### src/rtl/keypad_scan_controller_pkg.sv
// keypad_scan_controller_pkg: shared FSM encoding, default geometry and width helper.
package keypad_scan_controller_pkg;

   typedef enum logic [1:0] {IDLE = 2'd0, SCAN = 2'd1, EVAL = 2'd2} state_e;

   localparam int ROWS_DEF = 4;
   localparam int COLS_DEF = 4;

   function automatic int code_width(input int n);
      return (n > 1) ? $clog2(n) : 1;
   endfunction

endpackage

### src/rtl/keypad_scan_controller_tick.sv
// scan_tick_gen: free-running prescaler, one-clk tick on wrap, held at zero while disabled.
module scan_tick_gen #(
   parameter int TICK_BITS = 12
) (
   input  logic clk,
   input  logic rst_n,
   input  logic enable,
   output logic tick
);

   logic [TICK_BITS-1:0] cnt_q;

   always_ff @(posedge clk or negedge rst_n)
      if (!rst_n) cnt_q <= '0;
      else        cnt_q <= enable ? cnt_q + TICK_BITS'(1) : '0;

   assign tick = enable && (&cnt_q);

endmodule

### src/rtl/keypad_scan_controller.sv
// keypad_scan_controller: row-sweeping keypad scanner with sweep debounce and valid/ack event port.
module keypad_scan_controller
   import keypad_scan_controller_pkg::*;
#(
   parameter  int ROWS      = ROWS_DEF,
   parameter  int COLS      = COLS_DEF,
   parameter  int TICK_BITS = 12,
   parameter  int DEBOUNCE  = 4,
   localparam int KW        = code_width(ROWS*COLS)
) (
   input  logic            clk,
   input  logic            rst_n,
   input  logic            enable,
   input  logic [COLS-1:0] col_n,
   output logic [ROWS-1:0] row_n,
   output logic [KW-1:0]   key_code,
   output logic            key_valid,
   input  logic            key_ack,
   output logic            key_overrun
);

   localparam int N  = ROWS*COLS;
   localparam int RW = code_width(ROWS);

   state_e          state_q, state_d;
   logic [COLS-1:0] col_s1_q, col_s2_q, col;
   logic [RW-1:0]   r_q, r_d;
   logic [N-1:0]    acc_q, acc_d;
   logic [KW-1:0]   cand_q, cand_d, code_q, code_d, hit_code;
   logic [3:0]      cnt_q, cnt_d;
   logic            rep_q, rep_d, valid_q, valid_d, ovr_q, ovr_d;
   logic [1:0]      hits;
   logic            tick, fire, last_row;

   assign col      = ~col_s2_q;
   assign last_row = r_q == RW'(ROWS-1);

   scan_tick_gen #(.TICK_BITS(TICK_BITS)) u_tick (
      .clk    (clk),
      .rst_n  (rst_n),
      .enable (enable && state_q == SCAN),
      .tick   (tick)
   );

   always_ff @(posedge clk or negedge rst_n)
      if (!rst_n) state_q <= IDLE;
      else        state_q <= state_d;

   always_comb
      state_d = !enable          ? IDLE :
                state_q == IDLE  ? SCAN :
                state_q == SCAN  ? ((tick && last_row) ? EVAL : SCAN) : SCAN;

   always_comb
      row_n = (state_q == SCAN) ? ~(ROWS'(1) << r_q) : '1;

   // hits saturates at 2: only none / one / many matters for classification
   always_comb begin
      hits     = 2'd0;
      hit_code = '0;
      for (int i = 0; i < N; i++)
         if (acc_q[i]) begin
            if (hits != 2'd2) hits = hits + 2'd1;
            hit_code = KW'(i);
         end
   end

   always_comb begin
      r_d    = r_q;
      acc_d  = acc_q;
      cand_d = cand_q;
      cnt_d  = cnt_q;
      rep_d  = rep_q;
      fire   = 1'b0;
      if (!enable) begin
         r_d   = '0;
         acc_d = '0;
         cnt_d = '0;
         rep_d = 1'b0;
      end else if (state_q == SCAN && tick) begin
         acc_d = acc_q | (N'(col) << (int'(r_q) * COLS));
         r_d   = last_row ? '0 : r_q + RW'(1);
      end else if (state_q == EVAL) begin
         acc_d  = '0;
         r_d    = '0;
         cnt_d  = (hits != 2'd1)      ? 4'd0 :
                  (hit_code != cand_q) ? 4'd1 :
                  (cnt_q == 4'(DEBOUNCE)) ? cnt_q : cnt_q + 4'd1;
         cand_d = (hits == 2'd1) ? hit_code : cand_q;
         fire   = hits == 2'd1 && cnt_d == 4'(DEBOUNCE) && !rep_q;
         rep_d  = (hits == 2'd0) ? 1'b0 : (rep_q || fire);
      end
      valid_d = fire || (valid_q && !key_ack);
      code_d  = (fire && (!valid_q || key_ack)) ? hit_code : code_q;
      ovr_d   = (valid_q && key_ack) ? 1'b0 : (ovr_q || (fire && valid_q));
   end

   always_ff @(posedge clk or negedge rst_n)
      if (!rst_n) begin
         col_s1_q <= '1;
         col_s2_q <= '1;
         r_q      <= '0;
         acc_q    <= '0;
         cand_q   <= '0;
         cnt_q    <= '0;
         rep_q    <= 1'b0;
         valid_q  <= 1'b0;
         code_q   <= '0;
         ovr_q    <= 1'b0;
      end else begin
         col_s1_q <= col_n;
         col_s2_q <= col_s1_q;
         r_q      <= r_d;
         acc_q    <= acc_d;
         cand_q   <= cand_d;
         cnt_q    <= cnt_d;
         rep_q    <= rep_d;
         valid_q  <= valid_d;
         code_q   <= code_d;
         ovr_q    <= ovr_d;
      end

   assign key_valid   = valid_q;
   assign key_code    = code_q;
   assign key_overrun = ovr_q;

endmodule

### config.mk
export PLATFORM = sky130hd
export DESIGN_NAME = keypad_scan_controller
export DESIGN_NICKNAME = d
export VERILOG_FILES = /design/src/rtl/keypad_scan_controller_pkg.sv /design/src/rtl/keypad_scan_controller_tick.sv /design/src/rtl/keypad_scan_controller.sv
export SDC_FILE = /design/constraint.sdc
export NUM_CORES = 1
export LEC_CHECK = 0
export ABC_AREA = 1
export CAP_MARGIN = 20
export CORE_ASPECT_RATIO = 0.5
export CORE_MARGIN = 2
export CORE_UTILIZATION = 30
export DETAILED_ROUTE_END_ITERATION = 7
export GPL_ROUTABILITY_DRIVEN = 0
export HOLD_SLACK_MARGIN = 0.12
export SETUP_SLACK_MARGIN = 0.3
export SYNTH_ARGS = -nofsm -noshare
export SYNTH_HDL_FRONTEND = slang
export SYNTH_SLANG_ARGS = --single-unit
### constraint.sdc
create_clock -name clk -period 4.45 [get_ports clk]
set_clock_uncertainty 0.15 [all_clocks]
set_input_delay 0.6675 -clock clk [delete_from_list [all_inputs] [get_ports clk]]
set_output_delay 0.6675 -clock clk [all_outputs]
set_load 0.05 [all_outputs]
==> flow_summary.json <==
{
  "clockRootBuffer": "clkbuf_16",
  "pwr-share-clk_pct": 45.2,
  "antenna_found_initial": 0,
  "fill_cells": 1309,
  "whs_path_depth": 0,
  "cap_violations": 0,
  "comb_power_share_pct": 3.9,
  "fmax_mhz": 199.0,
  "hold_violations": 0,
  "grt_pass1_wl_mm": 16.16,
  "die_h_microns": 86.43,
  "grt_use_total_pct": 13.21,
  "r2r_slack_ns": -0.57,
  "holdWs_ns": 0.2085,
  "clkSlewWorstSetupHoldPaths_ns": 0.07,
  "final.setup.worst_slack_ns": -0.5741,
  "tightest_slew_ns": 0.7834,
  "multi_input_area_sq_um": 2894,
  "finalCritPeriodShare_pct": 112.9,
  "drc": 0,
  "cp_num_buf_inv": 4,
  "ios": 18,
  "crit_fanout": 6,
  "p_leak_nw": 2.630,
  "critPathTopFamily": "simple AND/OR/NAND/NOR gates",
  "peakVddDrop_v": 0.0001560,
  "cts_made_buffers": 5,
  "setup_tns_ns": -7.760,
  "drv_slew": 0,
  "cp.arrival_ns": 5.06,
  "wl_per_cell_microns": 11.81,
  "regArea_sq_um": 1386,
  "power_density_nw_per_um2": 180.0,
  "dpl.cell_count": 806,
  "area_growth_pct": 36.74,
  "grt_max_degree": 34,
  "slowest_delay_ns": 0.41,
  "initial_core_util_pct": 30.42,
  "hp-start": "col_s1_q[0]$_DFF_PN1_",
  "drt_iter0_drc": 142,
  "grt_pass1_vias": 3675,
  "reg2regPathDepth": 41,
  "dp_hpwl_mm": 6.885,
  "power.total_mw": 1.003,
  "yosys_warnings": 0,
  "cp_slowest_cell": "dfrtp_1",
  "critPathCaptureType": "flop",
  "avgSynthCellArea_sq_um": 6.817,
  "layout_min_cycle_time_ns": 5.024,
  "internal_power_mw": 0.7885,
  "synth-seq-area-share_pct": 34.01,
  "switchingPower_mw": 0.2149,
  "coreArea_sq_um": 13400,
  "critPathLaunchType": "flop",
  "worstSetupPathType": "flop to flop",
  "postSynth.asyncResetShare_pct": 100.0,
  "dieArea_sq_um": 14590,
  "instances_no_fill": 840,
  "n_antenna_cell": 0,
  "worstPathRequired_ns": 4.48,
  "r2r_start": "acc_q[0]$_DFFE_PN0P_",
  "synth_ff_type": "dfrtp_1",
  "syn_area_sq_um": 4076,
  "crit_top_cell": "nand2_1",
  "final_nets": 683,
  "die_w_microns": 168.9,
  "synth_edf_count": 0,
  "drtAntennaViolNets": 0,
  "violations": "setup timing",
  "drtPass1Iterations": 4,
  "via_per_inst": 4.700,
  "finalSetupViolCount": 15,
  "grt_remaining_overflow": 0,
  "synth_fp_nets": 618,
  "cts_buffer_depth": 2,
  "synth-seq-cells": 55,
  "syn_inst": 598,
  "io_buffers": 17,
  "slew_headroom_pct": 47.58,
  "ys_types": 39,
  "wl_mm": 9.924,
  "rows": 30,
  "holdCritPathClass": "flop to flop",
  "p_sw_share_pct": 21.42,
  "cts_tree": "yes",
  "drive_gt1_share_pct": 37.35,
  "rsz0062_at_grt": "yes",
  "cts.sinks": 55,
  "h-tree-depth": 2,
  "num_vias": 3948,
  "cts_hold_buf": 0,
  "status": "complete, but fails checks",
  "r2r-end": "key_code[1]$_DFFE_PN0P_",
  "holdPathEnd": "col_s2_q[0]$_DFF_PN1_",
  "power_frac_seq_pct": 50.9,
  "clk_latency_ns": 0.30
}
[what timing repair did]
action                     4_1_cts  5_1_grt
setup endpoints to repair       15       15
buffers inserted                15       11
pin swaps                       13       59
resized for setup               30      102
[kinds of logic (layout without fill, tap and decap cells)]
group | count (synthesis) | in the layout | share of synthesized area, %
AOI/OAI and AO/OA | 78 | 78 | 10.74
xor gates and xnor gates | 8 | 8 | 1.719
adders and majority gates | 12 | 12 | 3.683
buffers and inverters | 96 | 162 | 9.791
DFF | 55 | 55 | 34.01
and+or+nand+nor | 349 | 349 | 40.06
[worst max path at each step]
stage                         startpoint                      end  slack [ns]  depth (start not counted)
detailed placement  acc_q[1]$_DFFE_PN0P_  key_code[1]$_DFFE_PN0P_       -0.53                         46
floorplan           acc_q[0]$_DFFE_PN0P_  key_code[0]$_DFFE_PN0P_        0.02                         44
finish              acc_q[0]$_DFFE_PN0P_  key_code[1]$_DFFE_PN0P_       -0.57                         41
global route        acc_q[1]$_DFFE_PN0P_  key_code[3]$_DFFE_PN0P_       -1.01                         46
global placement    acc_q[0]$_DFFE_PN0P_  key_code[2]$_DFFE_PN0P_       -0.45                         47
CTS                 acc_q[1]$_DFFE_PN0P_  key_code[1]$_DFFE_PN0P_       -0.48                         44
[layout make-up]
class | instances | area share, %
well taps | 176 | 3.951
clock inverters | 3 | 0.8530
multi-input cells | 447 | 51.92
inverters | 85 | 5.993
repair buffers | 69 | 10.17
flip-flops and latches | 55 | 24.87
clock buffers | 5 | 2.245
[worst register-to-register path: cells and delay by family (launching register included)]
kind	cells	cell delay (ns)
and+or+nand+nor	30	2.50
AOI/OAI and AO/OA	4	0.69
adders and majority gates	2	0.53
buffers and inverters	4	0.41
DFF	1	0.41
xor gates and xnor gates	1	0.20
[per-stage QoR]
step           utilization (%)  instance area, sq um  setup slack [ns]
5_1_grt                  41.60                  5574            -1.008
3_5_place_dp             35.05                  4697           -0.5343
3_3_place_gp             35.05                  4697           -0.4514
6_report                 41.60                  5574           -0.5741
4_1_cts                  37.96                  5087           -0.4817
2_1_floorplan                -                  4194           0.01763
[placed cells by master, fill, tap and decap left out, types with 4 or more instances in the layout]
cell	n
a21oi_1	10
inv_1	61
nand3_1	43
nand4_1	4
o22ai_1	9
nor2_1	36
nand2_2	60
a31oi_1	9
inv_2	16
xor2_1	6
nand3_4	7
o21ai_2	4
o21ai_0	28
nand2_1	123
nor2_2	7
a21oi_2	6
nor3_1	4
dfrtp_1	47
buf_4	49
nand3_2	22
clkdlybuf4s50_1	16
nor2_4	8
clkbuf_16	5
nand2_4	28
ha_1	9
dfstp_2	8
[power groups by stage]
stage                     combinational [mW]  clock [mW]  sequential (mW)
after floorplan                       0.0128           0            0.523
after global placement                0.0400           0            0.520
after detailed placement              0.0402           0            0.520
after CTS                             0.0403       0.462            0.511
after global routing                  0.0444       0.482            0.511
final                                 0.0390       0.454            0.511
[cell usage after synthesis, types with 4 or more instances]
cell type	number	share of area [%]
nor2_1	47	4.3
dfstp_2	8	5.2
nand2_2	35	5.4
o22ai_1	11	1.7
o21ai_0	34	4.2
nand3_1	67	8.2
inv_1	69	6.4
buf_4	4	0.74
nand4_1	4	0.61
inv_2	11	1.0
clkinv_1	4	0.37
nand3_2	5	1.2
nand2_4	7	1.9
nor3_1	4	0.49
dfrtp_1	47	29
a31oi_1	9	1.4
xor2_1	7	1.5
ha_1	12	3.7
a21oi_1	16	2.0
nand2_1	170	16
[sequential cells by signal, indices dropped and copies added, names as in the netlist]
register	flops
acc_q	16
u_tick.cnt_q	12
cand_q	4
cnt_q	4
col_s1_q	4
col_s2_q	4
key_code	4
r_q	2
state_q	2
key_overrun	1
key_valid	1
rep_q	1
[layer usage]
| layer | GRT usage [%] | part of all wire (%) | vias up | routed length, microns |
|---|---|---|---|---|
| met5 | 0 | 0 | - | 0 |
| met4 | 3.527 | 1.1 | 0 | 105 |
| met3 | 2.009 | 2.5 | 9 | 246 |
| met2 | 23.29 | 49 | 49 | 4905 |
| met1 | 17.11 | 47 | 1846 | 4667 |
| li1 | - | - | 2044 | - |
Note: power is estimated with default switching activity, not from simulation.
